**config.mk**
```make
export PLATFORM = sky130hd
export DESIGN_NAME = pipeline_hazard_sequencer
export DESIGN_NICKNAME = d
export VERILOG_FILES = /design/src/rtl/pipeline_hazard_sequencer.sv
export SDC_FILE = /design/constraint.sdc
export NUM_CORES = 1
export LEC_CHECK = 0
export BUFFER_PORTS_ARGS = -buffer_cell sky130_fd_sc_hd__buf_2
export CELL_PAD_IN_SITES_DETAIL_PLACEMENT = 1
export CELL_PAD_IN_SITES_GLOBAL_PLACEMENT = 1
export CORE_ASPECT_RATIO = 0.7
export CORE_UTILIZATION = 25
export CTS_BUF_LIST = sky130_fd_sc_hd__clkbuf_8 sky130_fd_sc_hd__clkbuf_16
export CTS_CLUSTER_DIAMETER = 80
export DETAILED_ROUTE_END_ITERATION = 6
export HOLD_SLACK_MARGIN = 0.08
export PLACE_DENSITY = 0.66
export SLEW_MARGIN = 20
export SYNTH_ARGS = -nofsm -noshare
export SYNTH_HDL_FRONTEND = slang
export SYNTH_SLANG_ARGS = --single-unit
```
**constraint.sdc**
```tcl
create_clock -name clk -period 3.55 [get_ports clk]
set_input_delay 0.8875 -clock clk [delete_from_list [all_inputs] [get_ports clk]]
set_output_delay 0.8875 -clock clk [all_outputs]
set_load 0.03 [all_outputs]
```
**src/rtl/pipeline_hazard_sequencer.sv**
```systemverilog
// Hazard sequencer for a 5-stage pipeline: resolves memory waits, taken
// branches/jumps and load-use hazards into stall/flush controls plus perf counters.
module pipeline_hazard_sequencer #(
  parameter int TIMEOUT_CYCLES = 256,
  parameter int CNT_W          = 16
) (
  input  logic             clk,
  input  logic             rst_n,
  input  logic [1:0]       PCSrcE,
  input  logic             ResultSrcE0,
  input  logic [4:0]       RdE,
  input  logic [4:0]       Rs1D,
  input  logic [4:0]       Rs2D,
  input  logic             MemReqM,
  input  logic             MemReadyM,
  output logic             StallF,
  output logic             StallD,
  output logic             StallE,
  output logic             StallM,
  output logic             FlushD,
  output logic             FlushE,
  output logic             FlushW,
  output logic             MemTimeout,
  output logic [CNT_W-1:0] StallCnt,
  output logic [CNT_W-1:0] FlushCnt
);

  localparam int WAIT_W = (TIMEOUT_CYCLES > 1) ? $clog2(TIMEOUT_CYCLES) : 1;
  localparam logic [WAIT_W-1:0] WAIT_LAST = WAIT_W'(TIMEOUT_CYCLES - 1);

  typedef enum logic [1:0] {
    RUN      = 2'd0,
    MEM_WAIT = 2'd1,
    FAULT    = 2'd2
  } state_t;

  state_t            state_reg;
  logic [WAIT_W-1:0] wait_cnt_reg;
  logic              mem_timeout_reg;

  logic in_fault;
  logic memstall;
  logic loaduse;
  logic taken;
  logic flush_by_taken;

  always_comb begin
    in_fault = (state_reg == FAULT);
    memstall = MemReqM & ~MemReadyM & ~in_fault;
    loaduse  = ResultSrcE0 & (RdE != 5'd0) & ((RdE == Rs1D) | (RdE == Rs2D));
    taken    = (PCSrcE == 2'b01) | (PCSrcE == 2'b10);
  end

  // A frozen Execute stage masks any redirect; PCSrcE is re-evaluated on release.
  always_comb begin
    StallF = 1'b0;
    StallD = 1'b0;
    StallE = 1'b0;
    StallM = 1'b0;
    FlushD = 1'b0;
    FlushE = 1'b0;
    FlushW = 1'b0;
    if (rst_n) begin
      if (in_fault || memstall) begin
        StallF = 1'b1;
        StallD = 1'b1;
        StallE = 1'b1;
        StallM = 1'b1;
        FlushW = 1'b1;
      end else if (taken) begin
        FlushD = 1'b1;
        FlushE = 1'b1;
      end else if (loaduse) begin
        StallF = 1'b1;
        StallD = 1'b1;
        FlushE = 1'b1;
      end
    end
  end

  assign flush_by_taken = rst_n & ~in_fault & ~memstall & taken;
  assign MemTimeout     = mem_timeout_reg;

  always_ff @(posedge clk or negedge rst_n) begin
    if (!rst_n) begin
      state_reg       <= RUN;
      wait_cnt_reg    <= '0;
      mem_timeout_reg <= 1'b0;
    end else begin
      case (state_reg)
        RUN: begin
          if (memstall) begin
            state_reg    <= MEM_WAIT;
            wait_cnt_reg <= '0;
          end
        end
        MEM_WAIT: begin
          // Ready or a withdrawn request both release the pipeline.
          if (!memstall) begin
            state_reg <= RUN;
          end else if (wait_cnt_reg == WAIT_LAST) begin
            state_reg       <= FAULT;
            mem_timeout_reg <= 1'b1;
          end else begin
            wait_cnt_reg <= wait_cnt_reg + WAIT_W'(1);
          end
        end
        FAULT: begin
          mem_timeout_reg <= 1'b1;
        end
        default: begin
          state_reg <= RUN;
        end
      endcase
    end
  end

  logic [1:0]       cnt_inc;
  logic [CNT_W-1:0] cnt_val [2];

  assign cnt_inc = {flush_by_taken, StallF};

  generate
    for (genvar gi = 0; gi < 2; gi++) begin : g_perf_cnt
      logic [CNT_W-1:0] cnt_reg;

      always_ff @(posedge clk or negedge rst_n) begin
        if (!rst_n) begin
          cnt_reg <= '0;
        end else if (cnt_inc[gi] && (cnt_reg != {CNT_W{1'b1}})) begin
          cnt_reg <= cnt_reg + CNT_W'(1);
        end
      end

      assign cnt_val[gi] = cnt_reg;
    end
  endgenerate

  assign StallCnt = cnt_val[0];
  assign FlushCnt = cnt_val[1];

endmodule
```
==> Implementation_results.wiki <==
{| class="wikitable"
! Metric !! Value
|-
| Synth Instances || ~220
|-
| Worst-case clock skew || just over 0.006 ns
|-
| Final Net Count || ~300
|-
| RSZ-0062 raised after global routing || no
|-
| Max Transition Viols Final || 0
|-
| Number of remaining DRC errors || 0
|-
| Total of warnings raised by yosys || 0
|-
| Die span in x || approximately 110 µm
|-
| Result of the run || finished clean
|-
| Count of cell types in the netlist || 35
|-
| Avg Cell Area, Syn || about 10 µm²
|-
| Total negative slack || 0 ns
|-
| Most frequent standard cell in the layout excluding fill and tap cells || sky130_fd_sc_hd__buf_2
|-
| I/O Buffers || 61
|-
| Cell at the root of the clock tree || sky130_fd_sc_hd__clkbuf_16
|-
| Final RePlAce weighted congestion || 0.741
|-
| Highest net fanout along the worst path || 3
|-
| Total congestion overflow after global routing || 0
|-
| Insertion delay to the later sink of the worst-skew pair || 0.28 ns
|-
| Layout-stage area growth over the synthesis result || 26.1%
|-
| Die area || around 9200 µm²
|-
| EDFF count, synth || 0
|-
| Number of nets with antenna violations after routing || 0
|-
| Number of global-route vias before repair || 1862
|-
| Final WL || between 5000 and 6000 µm
|-
| Syn Std Cell Area || 2200 µm²
|-
| Max Buffers Root-to-Sink || 2
|-
| Sink count of the clock tree || 43
|-
| First-pass DRT Iterations || 4
|-
| Number of endpoints failing setup at the final stage || 0
|-
| Arrival time of data at the critical path endpoint || 2.26 ns
|-
| Crit Path Class || primary input to output pin
|-
| Via count || 1811
|-
| Crit end category || output pin
|-
| Worst slew slack as a fraction of its limit || about three fifths
|-
| Final critical path time including I/O delays and setup || roughly 3.1 ns
|-
| Synth Register Bits || 43
|-
| Area share of the leading cell type in the synthesized netlist || between 40% and 50%
|-
| CTS H-Tree Depth || 2
|-
| Largest net degree at the start of global routing || 39
|-
| Class of the tightest hold or removal check || primary input to asynchronous set/reset pin
|-
| Site Rows || 28
|-
| Leak Pwr || ~0.0014 µW
|-
| Portion of the post-synthesis area used by sequential elements || 48.9%
|-
| Cell area reported after detailed placement || approximately 2600 µm²
|-
| CP Launch Type || primary input
|-
| I/O pin count || a little over 60
|-
| Initial antenna violation count || 0
|-
| Post-CTS Setup Bufs || 0
|-
| Async set or reset register ratio after synthesis || 100%
|-
| Dominant cell type by area after synthesis || sky130_fd_sc_hd__dfrtp_1
|-
| Wire per inst || 13.6 µm
|-
| Count of instances resized after the clock tree is built || 0
|-
| Worst-Margin Slew || 0.620 ns
|-
| Proportion of layout cells with a drive suffix above 1 || between 20% and 30%
|-
| Effective utilization at floorplan || between 20% and 30%
|-
| Ant. Diodes || 0
|-
| Clock input transition at the sequential cells of the worst setup and hold paths || around 0.07 ns
|-
| Average vias per placed instance || 4.53
|-
| Wire length of the first global-routing pass || ~8900 µm
|-
| Worst IR Drop VDD || ~0.28 mV
|-
| Total of fill cells in the finished design || between 1k and 1.5k
|-
| Synth area leaders || sky130_fd_sc_hd__dfrtp_1, sky130_fd_sc_hd__xnor2_1, sky130_fd_sc_hd__xor2_1
|-
| Period utilisation layout || about nine tenths
|-
| Syn Nets || between 200 and 250
|-
| Required time at the endpoint of the critical path || roughly 2.7 ns
|-
| Synth Flop Type || sky130_fd_sc_hd__dfrtp_1
|-
| Areal power density over the cells || 540 nW/µm²
|-
| Number of buffers added to fix hold violations after cts || 0
|-
| Drt first-iter violations || 38
|-
| Area of the placeable core || around 8500 µm²
|-
| Hold Fails Final Rpt || 0
|-
| Post-route standard cell area excluding fillers || 2780 µm²
|-
| Overall fraction of global-route tracks in use || roughly an eighth
|-
| DPL Wire Length || between 4000 and 5000 µm
|-
| Commonest cells after routing, fill and taps aside || sky130_fd_sc_hd__buf_2, sky130_fd_sc_hd__dfrtp_1, sky130_fd_sc_hd__xnor2_1, sky130_fd_sc_hd__nand2_1, sky130_fd_sc_hd__xor2_1
|-
| CTS tree || yes
|-
| Number of buffers created by CTS || 5
|-
| Fmax || 318 MHz
|-
| Chip height || 80.5 µm
|-
| Number of max-capacitance violations reported || 0
|}
-- routing by layer --
metal / up-vias / share of wire [%] / GRT usage, %
met4: 0 / 0.92 / 3.51
met3: 5 / 4.8 / 2.72
met1: 894 / 50 / 16.7
met5: - / 0 / 0
li1: 869 / - / -
met2: 43 / 44 / 19.8
-- critical path, cell delays in order --
cell	delay, ns
sky130_fd_sc_hd__buf_2	0.13
sky130_fd_sc_hd__xnor2_1	0.15
sky130_fd_sc_hd__nand3_1	0.09
sky130_fd_sc_hd__o22ai_1	0.33
sky130_fd_sc_hd__nand2b_1	0.12
sky130_fd_sc_hd__o21ai_0	0.29
sky130_fd_sc_hd__buf_2	0.26
-- power by group --
part	leakage, µW	internal, µW	switching (µW)	total [µW]
clock network	0.0000783	279	186	465
registers	0.000568	556	93.5	650
logic	0.000719	128	257	385
total	0.00136	962	537	1500
-- final timing paths --
path	start	endpoint	slack, ns	depth (start not counted)
worst max-delay path	RdE[0]	StallF	0.41	7
worst min-delay path	rst_n	StallCnt[7]$_DFFE_PN0P_	0.46	1
worst max register to register	StallCnt[0]$_DFFE_PN0P_	StallCnt[9]$_DFFE_PN0P_	1.43	6
worst min register to register	MemTimeout$_DFFE_PN0P_	MemTimeout$_DFFE_PN0P_	0.46	1
max in group asynchronous	rst_n	FlushCnt[6]$_DFFE_PN0P_	2.31	2
min in group clk	MemTimeout$_DFFE_PN0P_	MemTimeout$_DFFE_PN0P_	0.46	1
-- Yosys cell counts (2+ instances only) --
cell type	number
sky130_fd_sc_hd__or2_2	2
sky130_fd_sc_hd__nand2_1	23
sky130_fd_sc_hd__and4_1	3
sky130_fd_sc_hd__nor2_1	14
sky130_fd_sc_hd__xnor2_1	27
sky130_fd_sc_hd__nor4_1	2
sky130_fd_sc_hd__inv_1	7
sky130_fd_sc_hd__o21ai_0	5
sky130_fd_sc_hd__a21oi_1	2
sky130_fd_sc_hd__xor2_1	19
sky130_fd_sc_hd__nand3_1	14
sky130_fd_sc_hd__ha_1	3
sky130_fd_sc_hd__buf_4	3
sky130_fd_sc_hd__nand2b_1	2
sky130_fd_sc_hd__nand4_1	10
sky130_fd_sc_hd__nor3_1	10
sky130_fd_sc_hd__nor2b_1	2
sky130_fd_sc_hd__and3_1	8
sky130_fd_sc_hd__dfrtp_1	43
-- kinds of logic (layout without fill, tap and decap cells) --
| family | count (synthesis) | count (layout) | synth area share, % |
|---|---|---|---|
| AOI/OAI and AO/OA | 15 | 15 | 5.17 |
| xor gates and xnor gates | 46 | 46 | 18.3 |
| adders and majority gates | 3 | 3 | 1.70 |
| buffers and inverters | 12 | 77 | 2.95 |
| DFF | 43 | 43 | 48.9 |
| muxes | 2 | 2 | 1.02 |
| and+or+nand+nor | 94 | 94 | 22.0 |
-- stage by stage --
step           total power [µW]  instances  setup WS [ns]  utilization (%)  hold slack (ns)
4_1_cts                    1520        400          0.404             32.6            0.467
6_report                   1500        400          0.406             32.6            0.465
5_1_grt                    1570        400          0.278             32.6            0.470
3_5_place_dp               1050        392          0.406             30.8            0.453
3_3_place_gp               1030        392          0.474             30.8            0.454
2_1_floorplan               899        215          0.138                -            0.505
-- final cells by class --
class	instances	area, µm²	share of cell area, %
sequential	43	1080	38.7
tap	120	150	5.41
inverter	7	26.3	0.946
clock inverter	2	12.5	0.450
clock buffer	6	139	5.00
timing repair buffer	62	313	11.3
multi-input combinational	160	1060	38.2
Power figures use the tool's default switching activity.
